## src/rtl/fmul_pkg.sv

```systemverilog
// fmul_pkg: shared types and constants for the sequential FP multiplier controller.
//   - state_t       : controller states
//   - NAN..ZER      : bit positions in the 5-bit per-operand status
//   - OP_*          : bit positions in the 4-bit operation status
//   - FL_*          : bit positions in the 4-bit {invalid, overflow, underflow, inexact} flags
//   - exp_width / mant_width / bias : format helpers
package fmul_pkg;

  typedef enum logic [2:0] {
    IDLE  = 3'd0,
    CLASS = 3'd1,
    MUL   = 3'd2,
    NORM  = 3'd3,
    DONE  = 3'd4
  } state_t;

  localparam int ST_W = 5;
  localparam int NAN  = 4;
  localparam int INF  = 3;
  localparam int DEN  = 2;
  localparam int NRM  = 1;
  localparam int ZER  = 0;

  localparam int OP_NAN  = 3;
  localparam int OP_INF  = 2;
  localparam int OP_ZERO = 1;
  localparam int OP_INV  = 0;

  localparam int FL_INV = 3;
  localparam int FL_OVF = 2;
  localparam int FL_UNF = 1;
  localparam int FL_INX = 0;

  function automatic int exp_width(input int is_double);
    return (is_double != 0) ? 11 : 8;
  endfunction

  function automatic int mant_width(input int is_double);
    return (is_double != 0) ? 52 : 23;
  endfunction

  function automatic int bias(input int ew);
    return (2 ** (ew - 1)) - 1;
  endfunction

endpackage

```

## src/rtl/fmul_seq_ctrl_classify.sv

```systemverilog
// fp_classify: combinational classification of one IEEE-754 magnitude (sign excluded).
//   i_mag    : {exponent, mantissa}
//   o_status : one-hot {nan, inf, denormal, normal, zero}
module fp_classify
  import fmul_pkg::*;
#(
  parameter int EXP_WIDTH  = 8,
  parameter int MANT_WIDTH = 23
) (
  input  logic [EXP_WIDTH+MANT_WIDTH-1:0] i_mag,
  output logic [ST_W-1:0]                 o_status
);

  logic [EXP_WIDTH-1:0]  w_exp;
  logic [MANT_WIDTH-1:0] w_mant;
  logic                  w_exp_ones;
  logic                  w_exp_zero;
  logic                  w_mant_zero;

  assign w_exp       = i_mag[EXP_WIDTH+MANT_WIDTH-1 -: EXP_WIDTH];
  assign w_mant      = i_mag[MANT_WIDTH-1:0];
  assign w_exp_ones  = &w_exp;
  assign w_exp_zero  = ~|w_exp;
  assign w_mant_zero = ~|w_mant;

  always_comb begin
    o_status      = '0;
    o_status[NAN] = w_exp_ones & ~w_mant_zero;
    o_status[INF] = w_exp_ones & w_mant_zero;
    o_status[DEN] = w_exp_zero & ~w_mant_zero;
    o_status[ZER] = w_exp_zero & w_mant_zero;
    o_status[NRM] = ~w_exp_ones & ~w_exp_zero;
  end

endmodule

```

## src/rtl/fmul_seq_ctrl.sv

```systemverilog
// fmul_seq_ctrl: sequencing controller for an IEEE-754 multiplier.
//   Operands arrive over in_valid/in_ready, are classified, and either take a
//   short special-case path or an iterative shift-add mantissa loop followed by
//   normalise and round-to-nearest-even. Result returns over out_valid/out_ready.
// Ports:
//   clk, rst            : clock, asynchronous active-high reset
//   in_valid, in_ready  : operand handshake (in_ready only in IDLE)
//   op1, op2            : operands
//   out_valid, out_ready: result handshake (result held until taken)
//   result, flags       : product and {invalid, overflow, underflow, inexact}
// Optional feature macro FMUL_STICKY_FLAGS_EN adds flags_clr / sticky_flags,
// an accumulated flag register updated on each output handshake.
//
// state | meaning
// IDLE  | waiting for an operand pair
// CLASS | classify operands; special results resolved here
// MUL   | one multiplier bit per cycle, LSB first
// NORM  | normalise, round, range check
// DONE  | result presented until out_ready
module fmul_seq_ctrl
  import fmul_pkg::*;
#(
  parameter int IS_DOUBLE   = 0,
  parameter int EXP_WIDTH   = exp_width(IS_DOUBLE),
  parameter int MANT_WIDTH  = mant_width(IS_DOUBLE),
  parameter int TOTAL_WIDTH = EXP_WIDTH + MANT_WIDTH + 1
) (
  input  logic                   clk,
  input  logic                   rst,
  input  logic                   in_valid,
  output logic                   in_ready,
  input  logic [TOTAL_WIDTH-1:0] op1,
  input  logic [TOTAL_WIDTH-1:0] op2,
`ifdef FMUL_STICKY_FLAGS_EN
  input  logic                   flags_clr,
  output logic [3:0]             sticky_flags,
`endif
  output logic                   out_valid,
  input  logic                   out_ready,
  output logic [TOTAL_WIDTH-1:0] result,
  output logic [3:0]             flags
);

  localparam int PW      = 2 * (MANT_WIDTH + 1);
  localparam int SW      = EXP_WIDTH + 2;
  localparam int BIAS    = bias(EXP_WIDTH);
  localparam int EXP_MAX = (2 ** EXP_WIDTH) - 1;
  localparam logic [TOTAL_WIDTH-1:0] QUIET = TOTAL_WIDTH'(1) << (MANT_WIDTH - 1);

  state_t                   r_state, w_next;
  logic [TOTAL_WIDTH-1:0]   r_op1, r_op2, r_result;
  logic [3:0]               r_flags;
  logic [PW-1:0]            r_mcand, r_prod;
  logic [MANT_WIDTH:0]      r_mplr, r_cnt;

  logic                     w_s1, w_s2, w_sgn;
  logic [EXP_WIDTH-1:0]     w_e1, w_e2;
  logic [ST_W-1:0]          w_st1, w_st2;
  logic [3:0]               w_op_stat;
  logic                     w_z1, w_z2, w_special;
  logic [TOTAL_WIDTH-1:0]   w_spec_result, w_norm_result;
  logic [3:0]               w_spec_flags, w_norm_flags;

  logic                     w_hi, w_guard, w_sticky, w_rup;
  logic [MANT_WIDTH-1:0]    w_mant;
  logic [MANT_WIDTH:0]      w_mant_r;
  logic signed [SW-1:0]     w_exp_sum, w_exp_fin;

  assign w_s1  = r_op1[TOTAL_WIDTH-1];
  assign w_s2  = r_op2[TOTAL_WIDTH-1];
  assign w_e1  = r_op1[TOTAL_WIDTH-2 -: EXP_WIDTH];
  assign w_e2  = r_op2[TOTAL_WIDTH-2 -: EXP_WIDTH];
  assign w_sgn = w_s1 ^ w_s2;

  fp_classify #(.EXP_WIDTH(EXP_WIDTH), .MANT_WIDTH(MANT_WIDTH)) u_class1 (
    .i_mag    (r_op1[TOTAL_WIDTH-2:0]),
    .o_status (w_st1)
  );

  fp_classify #(.EXP_WIDTH(EXP_WIDTH), .MANT_WIDTH(MANT_WIDTH)) u_class2 (
    .i_mag    (r_op2[TOTAL_WIDTH-2:0]),
    .o_status (w_st2)
  );

  // Denormals behave as zeros of their own sign.
  assign w_z1      = w_st1[ZER] | w_st1[DEN];
  assign w_z2      = w_st2[ZER] | w_st2[DEN];
  assign w_special = ~(w_st1[NRM] & w_st2[NRM]);

  always_comb begin
    w_op_stat          = '0;
    w_op_stat[OP_NAN]  = w_st1[NAN] | w_st2[NAN];
    w_op_stat[OP_INF]  = w_st1[INF] | w_st2[INF];
    w_op_stat[OP_ZERO] = w_z1 | w_z2;
    w_op_stat[OP_INV]  = ~w_op_stat[OP_NAN] & ((w_st1[INF] & w_z2) | (w_st2[INF] & w_z1));
  end

  always_comb begin
    w_spec_flags = '0;
    if (w_op_stat[OP_NAN]) begin
      w_spec_result = w_st1[NAN] ? (r_op1 | QUIET) : (r_op2 | QUIET);
    end else if (w_op_stat[OP_INV]) begin
      w_spec_result        = {1'b1, {EXP_WIDTH{1'b1}}, 1'b1, {(MANT_WIDTH-1){1'b0}}};
      w_spec_flags[FL_INV] = 1'b1;
    end else if (w_op_stat[OP_ZERO]) begin
      w_spec_result = {w_sgn, {(TOTAL_WIDTH-1){1'b0}}};
    end else begin
      w_spec_result = {w_sgn, {EXP_WIDTH{1'b1}}, {MANT_WIDTH{1'b0}}};
    end
  end

  // Product is in [1,4): the top bit selects which window holds the mantissa.
  assign w_hi = r_prod[PW-1];

  always_comb begin
    if (w_hi) begin
      w_mant   = r_prod[PW-2 -: MANT_WIDTH];
      w_guard  = r_prod[PW-2-MANT_WIDTH];
      w_sticky = |r_prod[PW-3-MANT_WIDTH:0];
    end else begin
      w_mant   = r_prod[PW-3 -: MANT_WIDTH];
      w_guard  = r_prod[PW-3-MANT_WIDTH];
      w_sticky = |r_prod[PW-4-MANT_WIDTH:0];
    end
  end

  assign w_rup     = w_guard & (w_sticky | w_mant[0]);
  assign w_mant_r  = {1'b0, w_mant} + (MANT_WIDTH+1)'(w_rup);
  assign w_exp_sum = $signed(SW'(w_e1)) + $signed(SW'(w_e2)) - $signed(SW'(BIAS)) + $signed(SW'(w_hi));
  // A rounding carry leaves the mantissa at zero and bumps the exponent.
  assign w_exp_fin = w_exp_sum + $signed(SW'(w_mant_r[MANT_WIDTH]));

  always_comb begin
    w_norm_flags = '0;
    if (w_exp_fin >= $signed(SW'(EXP_MAX))) begin
      w_norm_result        = {w_sgn, {EXP_WIDTH{1'b1}}, {MANT_WIDTH{1'b0}}};
      w_norm_flags[FL_OVF] = 1'b1;
      w_norm_flags[FL_INX] = 1'b1;
    end else if (w_exp_fin <= $signed(SW'(0))) begin
      w_norm_result        = {w_sgn, {(TOTAL_WIDTH-1){1'b0}}};
      w_norm_flags[FL_UNF] = 1'b1;
      w_norm_flags[FL_INX] = 1'b1;
    end else begin
      w_norm_result        = {w_sgn, w_exp_fin[EXP_WIDTH-1:0], w_mant_r[MANT_WIDTH-1:0]};
      w_norm_flags[FL_INX] = w_guard | w_sticky;
    end
  end

  always_comb begin
    w_next = r_state;
    case (r_state)
      IDLE:    if (in_valid) w_next = CLASS;
      CLASS:   w_next = w_special ? DONE : MUL;
      MUL:     if (r_cnt == '0) w_next = NORM;
      NORM:    w_next = DONE;
      DONE:    if (out_ready) w_next = IDLE;
      default: w_next = IDLE;
    endcase
  end

  always_ff @(posedge clk or posedge rst) begin
    if (rst) r_state <= IDLE;
    else     r_state <= w_next;
  end

  always_ff @(posedge clk or posedge rst) begin
    if (rst) begin
      r_op1    <= '0;
      r_op2    <= '0;
      r_mcand  <= '0;
      r_mplr   <= '0;
      r_prod   <= '0;
      r_cnt    <= '0;
      r_result <= '0;
      r_flags  <= '0;
    end else begin
      case (r_state)
        IDLE: begin
          if (in_valid) begin
            r_op1 <= op1;
            r_op2 <= op2;
          end
        end
        CLASS: begin
          r_mcand <= PW'({1'b1, r_op1[MANT_WIDTH-1:0]});
          r_mplr  <= {1'b1, r_op2[MANT_WIDTH-1:0]};
          r_prod  <= '0;
          r_cnt   <= (MANT_WIDTH+1)'(MANT_WIDTH);
          if (w_special) begin
            r_result <= w_spec_result;
            r_flags  <= w_spec_flags;
          end
        end
        MUL: begin
          if (r_mplr[0]) r_prod <= r_prod + r_mcand;
          r_mcand <= r_mcand << 1;
          r_mplr  <= r_mplr >> 1;
          r_cnt   <= r_cnt - 1'b1;
        end
        NORM: begin
          r_result <= w_norm_result;
          r_flags  <= w_norm_flags;
        end
        default: ;
      endcase
    end
  end

`ifdef FMUL_STICKY_FLAGS_EN
  logic [3:0] r_sticky;

  // Clear takes priority over a same-cycle handshake.
  always_ff @(posedge clk or posedge rst) begin
    if (rst)                                       r_sticky <= '0;
    else if (flags_clr)                            r_sticky <= '0;
    else if ((r_state == DONE) && out_ready)       r_sticky <= r_sticky | r_flags;
  end

  assign sticky_flags = r_sticky;
`endif

  assign in_ready  = (r_state == IDLE);
  assign out_valid = (r_state == DONE);
  assign result    = r_result;
  assign flags     = r_flags;

endmodule
```

## config.mk

```make
export PLATFORM = sky130hd
export DESIGN_NAME = fmul_seq_ctrl
export DESIGN_NICKNAME = d
export VERILOG_FILES = /design/src/rtl/fmul_pkg.sv /design/src/rtl/fmul_seq_ctrl_classify.sv /design/src/rtl/fmul_seq_ctrl.sv
export SDC_FILE = /design/constraint.sdc
export NUM_CORES = 1
export LEC_CHECK = 0
export CAP_MARGIN = 10
export CORE_UTILIZATION = 60
export CTS_BUF_LIST = sky130_fd_sc_hd__clkbuf_4 sky130_fd_sc_hd__clkbuf_8
export DETAILED_ROUTE_END_ITERATION = 8
export HOLD_SLACK_MARGIN = 0.05
export PLACE_DENSITY = 0.82
export SLEW_MARGIN = 20
export SYNTH_ARGS = -nofsm -noshare
export SYNTH_HDL_FRONTEND = slang
export SYNTH_SLANG_ARGS = --single-unit
```

## constraint.sdc

```tcl
create_clock -name clk -period 12.85 [get_ports clk]
set_input_delay 3.855 -clock clk [delete_from_list [all_inputs] [get_ports clk]]
set_output_delay 3.855 -clock clk [all_outputs]
set_load 0.02 [all_outputs]
```

# --- Word level (Yosys, flattened, before mapping) ---
# Index checks and enable logic that the tools add are counted.
word_totals:
  ff_bits: 247
  inputBits: 68
  output_inout_bits: 38
op_classes:
  n_addsub: 7
  magnitude_cmp: 2
  n_eq_ne: 9
  muxes: 30
  bitwise: 26
  reduce_logical: 20
op_table:
  columns: ["cell", "count"]
  rows:
  - ["$pmux W48 S2", 2]
  - ["$mux W32", 4]
  - ["$pmux W24 S2", 2]
  - ["$mux W31", 3]
  - ["$reduce_or A23 Y1", 3]
  - ["$pmux W32 S2", 1]
  - ["$add A48 B48 Y48", 1]
  - ["$mux W48", 1]
  - ["$add A23 B1 Y24", 1]
  - ["$logic_not A24 Y1", 1]
  - ["$sub A24 B1 Y24 const B", 1]
  - ["$mux W23", 1]
  - ["$reduce_or A22 Y1", 1]
  - ["$add A10 B2 Y10", 2]
  - ["$reduce_and A8 Y1", 2]
  - ["$reduce_or A8 Y1", 2]
  - ["$and A1 B1 Y1", 15]
  - ["$pmux W3 S5", 1]
  - ["$mux W3", 4]
  - ["$ge A10 B9 Y1 const B", 1]
  - ["$le A10 B1 Y1 const B", 1]
  - ["$sub A9 B7 Y10 const B", 1]
  - ["$add A8 B8 Y9", 1]
  - ["$mux W1", 9]
  - ["15 further kinds", 33]

# --- Logic depth before layout (Yosys ltp) ---
logic_depth:
  ltp_word: 11
  depth_mapped: 23
  ltp_nobuf: 19

# --- Hierarchy ---
# From an unflattened synthesis, not the netlist that was laid out.
unflattened:
  hier_cells: 1550
  area_unflattened_um2: 14715.4
by_module_without_submodules:
  columns: ["mod", "n_inst", "cells_per_inst", "area_per_inst_um2", "seq_area_each_um2"]
  rows:
  - ["fmul_seq_ctrl", 1, 1508, 14432.6, 6180.9]
  - ["fp_classify", 2, 21, 141.4, 0.0]

# --- Worst setup path before layout ---
# No wires, ideal clock.
synth_path:
  kind: "input port to flip-flop"
  from: "input in_valid"
  to: "register r_op1[10]"
  setup_ns: 0.125
  arrival_ns: 5.173
  required_time_ns: 12.725
  path_slack_ns: 7.553
  cell_stages: 5
  path_buffers: 3
  path_cell_list: "and2_1 > clkbuf_1 > buf_1 > buf_1 > mux2_2"
synth_between:
  elab_chain_len: 1
synth_rtl:
  columns: ["element", "line_no", "rtl"]
  rows:
  - ["from (decl)", "fmul_seq_ctrl.sv:30", "input logic in_valid,"]
  - ["$reduce_and A2 Y1 (no line)", null, null]
  - ["to (signal assigned)", "fmul_seq_ctrl.sv:180", "r_op1 <= op1;"]
  - ["to (decl)", "fmul_seq_ctrl.sv:51", "logic [TOTAL_WIDTH-1:0] r_op1, r_op2, r_result;"]
# No other way between the ends.
# A chain may end at the register's enable or synchronous reset.

# --- Final worst setup path ---
layout_path:
  from: "register r_state[1]"
  to: "output in_ready"
layout_between:
  elab_chain_len: 1
layout_rtl:
  columns: ["element", "line_no", "rtl"]
  rows:
  - ["from (decl)", "fmul_seq_ctrl.sv:50", "state_t r_state, w_next;"]
  - ["from (signal assigned)", "fmul_seq_ctrl.sv:163", "else r_state <= w_next;"]
  - ["$logic_not A3 Y1", "fmul_seq_ctrl.sv:222", "assign in_ready = (r_state == IDLE);"]
  - ["to (decl)", "fmul_seq_ctrl.sv:31", "output logic in_ready,"]
# No other way between the ends.

==> tab_implementation.tex <==
\begin{tabular}{lr}
\hline
Metric & Value \\
\hline
\multicolumn{2}{l}{\textbf{Yosys}} \\
Number of unique standard cell types used by synthesis & 67 \\
Predominant post-synthesis flop cell & sky130\_fd\_sc\_hd\_\_dfrtp\_1 \\
Post-synthesis average cell area & 9.63 µm² \\
Post-Syn Nets & 1592 \\
Yosys synthesis warning count & 0 \\
Post-synthesis sequential area ratio & 44.0\% \\
Mapped Cells & 1457 \\
Syn Std Cell Area & 14000 µm² \\
Post-synthesis async set-or-reset flop share & 100\% \\
Number of enable flip-flop cells after synthesis & 0 \\
Yosys reg bits & 247 \\
\multicolumn{2}{l}{\textbf{Die}} \\
Initial core utilization & 61.6\% \\
Count of pins on the block boundary & 106 \\
DIE WIDTH & 155 µm \\
Die boundary height & 155 µm \\
Full die area & 24000 µm² \\
Number of placement rows & 55 \\
Core area & 22800 µm² \\
\multicolumn{2}{l}{\textbf{Placement}} \\
Half-perimeter wire length after detailed placement & 25900 µm \\
Weighted congestion reported at the end of routability-driven placement & 0.913 \\
Inst Count DP & 1802 \\
Count of port buffers added during placement & 105 \\
\multicolumn{2}{l}{\textbf{Power}} \\
Relative contribution of the clock network to total power & 22.0\% \\
Net switching power & 1.58 mW \\
Share of total power consumed by net switching & 41.9\% \\
Worst IR Drop VDD & 0.000160 V \\
Total power divided by cell area & 232 nW/µm² \\
Reported leakage power & 7.40 nW \\
Portion of total power attributed to combinational logic & 42.2\% \\
Reg power frac & 35.8\% \\
Design Power & 3.77 mW \\
P\_int & 2.19 mW \\
\multicolumn{2}{l}{\textbf{CTS}} \\
Post\_cts resized & 0 \\
Clk slew on worst S/H paths & 0.06 ns \\
Post-CTS Repair Setup Buffers & 0 \\
TritonCTS clock tree & built \\
Clk Latency, worst-skew pair & 0.56 ns \\
Cts-stage hold buffer count & 0 \\
Buffer cell driving the clock tree root & sky130\_fd\_sc\_hd\_\_clkbuf\_8 \\
Clock tree sinks & 247 \\
TritonCTS Buffers & 42 \\
Maximum level of the CTS H-tree & 2 \\
Maximum buffer depth of the clock tree & 3 \\
\multicolumn{2}{l}{\textbf{Drt}} \\
First-pass DRT Iterations & 5 \\
Total DRC errors in the routed layout & 0 \\
Drt via density & 6.41 \\
Number of nets still failing antenna checks after routing & 0 \\
Vias after detailed routing & 12000 \\
Detailed router's first-iteration violation count & 1126 \\
Routed len/inst & 19.8 µm \\
Final wirelength & 37300 µm \\
\multicolumn{2}{l}{\textbf{Worst hold path}} \\
Worst Min Path Start & r\_mplr[10]\$\_DFFE\_PP0P\_ \\
Class of the tightest hold or removal check & reg -> reg \\
\multicolumn{2}{l}{\textbf{Critical path}} \\
Crit path launch type & flop \\
Data arrival time of the worst path & 2.21 ns \\
Maximum fanout count along the critical path & 12 \\
Critical path type & reg -> out \\
CP startpoint & r\_state[1]\$\_DFFE\_PP0P\_ \\
Crit path required time & 8.99 ns \\
Endpoint type of the worst setup path & output port \\
Reg-to-Reg Start & r\_prod[47]\$\_DFFE\_PP0P\_ \\
\multicolumn{2}{l}{\textbf{Flow run}} \\
Maximum Capacitance Violations & 0 \\
\multicolumn{2}{l}{\textbf{STA}} \\
RSZ-0062 raised after global routing & false \\
Number of max-slew violations in the final report & 0 \\
Worst-case clock skew & 0.0252 ns \\
FMAX & 165 MHz \\
Hold Violations, Final & 0 \\
Slew @ Worst Pin & 0.887 ns \\
TNS Setup & 0 ns \\
Count of final setup violators & 0 \\
Max-slew headroom & 40.9\% \\
Post-route fraction of the period consumed by the critical path & 47.2\% \\
Final min period & 6.06 ns \\
\multicolumn{2}{l}{\textbf{Global route}} \\
Total global routing overflow & 0 \\
Via count of the first global-routing pass & 11600 \\
Total global routing track utilization & 31.6\% \\
Pin count of the biggest net entering global routing & 120 \\
Number of antenna violations at the first check in global routing & 0 \\
First-pass GRT wire length & 60200 µm \\
\multicolumn{2}{l}{\textbf{Cells and area}} \\
Final cell count without fillers & 1879 \\
Layout cells sized above 1 & 10.9\% \\
Antenna Cells & 0 \\
Number of nets in the layout & 1669 \\
Growth of design area from synthesis to finish & 16.1\% \\
\multicolumn{2}{l}{\textbf{Run status}} \\
Outcome & finished, final reports clean \\
\hline
\end{tabular}
==> placed cells by master, fill, tap and decap left out, drive strengths merged, types with 7 or more instances in the layout <==
cell and n:
xnor2 27, and2 10, clkdlybuf4s50 105, clkinv 7, nand2b 14, a211oi 18
a221o 32, a21boi 7, o21ai 95, nand3 73, inv 42, and3 7
nor2 50, or4 9, a22o 24, o21bai 9, a31oi 21, o31ai 8
a21oi 73, ha 64, nor2b 16, nor3 36, a22oi 48, clkbuf 61
nor4 26, a21o 21, xor2 26, nand2 180, nand4 18, o21a 12
mux2i 27, mux2 62, buf 11, dfrtp 247
==> logic make-up after synthesis <==
group                    after synthesis  synth area share [%]
AND/OR/NAND/NOR                      463                  16.0
XOR/XNOR                              53                  3.31
buffers and inverters                124                  3.42
adder cells (fa/ha/maj)               67                  6.13
AO/OA/AOI/OAI                        414                  20.2
multiplexers                          89                  6.90
flip-flops                           247                  44.0
==> per-stage QoR <==
stage	cell area (µm²)	setup WS [ns]	hold WS (ns)	utilization [%]
2_1_floorplan	14000	2.21	0.446	-
3_3_place_gp	15300	6.19	0.458	67.1
3_5_place_dp	15300	6.18	0.464	67.1
4_1_cts	16300	6.74	0.480	71.5
5_1_grt	16300	6.46	0.503	71.5
6_report	16300	6.79	0.478	71.5
==> routing by layer <==
| metal | up-vias | global-route usage [%] | routed length (µm) |
|---|---|---|---|
| met5 | - | 0 | 0 |
| met3 | 95 | 5.93 | 2580 |
| met1 | 5870 | 42.7 | 15700 |
| met4 | 0 | 12.7 | 1250 |
| met2 | 490 | 50.5 | 17700 |
| li1 | 5582 | - | - |
==> registers in the layout, indices dropped and copies added (netlist names) <==
signal,flops
r_cnt,24
flags,4
r_state,3
result,32
r_op2,32
r_op1,32
r_mplr,24
r_mcand,48
r_prod,48
==> final cells by class <==
type,instances,area (µm²)
sequential,247,6180
fill,1637,6480
inverter,41,161
clock inverter,15,211
clock buffer,61,790
timing repair buffer,116,1140
tap,313,392
multi-input combinational,1086,7420
==> worst max-delay path, stage by stage, from the launching register on <==
cell and delay, ns:
sky130_fd_sc_hd__dfrtp_1 0.54, sky130_fd_sc_hd__nor3_1 0.43, sky130_fd_sc_hd__clkdlybuf4s50_1 0.68
==> power by group through the flow <==
stage / Combinational (mW) / Clock, mW / Sequential (mW)
2_1_floorplan: 1.16 / 0 / 1.26
3_3_place_gp: 1.51 / 0 / 1.34
3_5_place_dp: 1.56 / 0 / 1.35
4_1_cts: 1.58 / 0.839 / 1.34
5_1_grt: 1.76 / 0.872 / 1.37
6_report: 1.59 / 0.830 / 1.35
==> final timing paths <==
path                                                 to  slack, ns  cells past startpoint
worst min register to register   r_mplr[10]$_DFFE_PP0P_       0.48                      2
min in group asynchronous       r_mcand[44]$_DFFE_PP0P_       3.82                      2
worst min-delay path             r_mplr[10]$_DFFE_PP0P_       0.48                      2
max in group asynchronous        r_mplr[18]$_DFFE_PP0P_       6.95                      4
worst max-delay path                           in_ready       6.79                      2
worst max register to register    result[5]$_DFFE_PP0P_       7.08                     21
==> cell usage after synthesis, drive strengths merged (6+ instances only) <==
cell type | number | area share (%)
a211oi | 18 | 1.0
a21boi | 7 | 0.37
a21o | 21 | 1.1
a21oi | 73 | 2.7
a221o | 32 | 2.3
a22o | 24 | 1.5
a22oi | 48 | 2.6
a31oi | 21 | 0.94
and2 | 10 | 0.45
and3 | 7 | 0.31
buf | 18 | 0.58
clkbuf | 65 | 1.7
dfrtp | 247 | 44
ha | 64 | 5.7
inv | 41 | 1.1
mux2 | 62 | 5.0
mux2i | 27 | 1.9
nand2 | 180 | 4.8
nand2b | 14 | 0.62
nand3 | 73 | 2.6
nand4 | 18 | 0.80
nor2 | 50 | 1.3
nor2b | 16 | 0.71
nor3 | 36 | 1.3
nor4 | 26 | 1.2
o21a | 12 | 0.64
o21ai | 95 | 3.4
o21bai | 9 | 0.48
o311ai | 6 | 0.37
o31ai | 8 | 0.43
o41ai | 6 | 0.37
or4 | 9 | 0.48
xnor2 | 27 | 1.7
xor2 | 26 | 1.6
No activity file was read; power rests on OpenSTA's default activity.
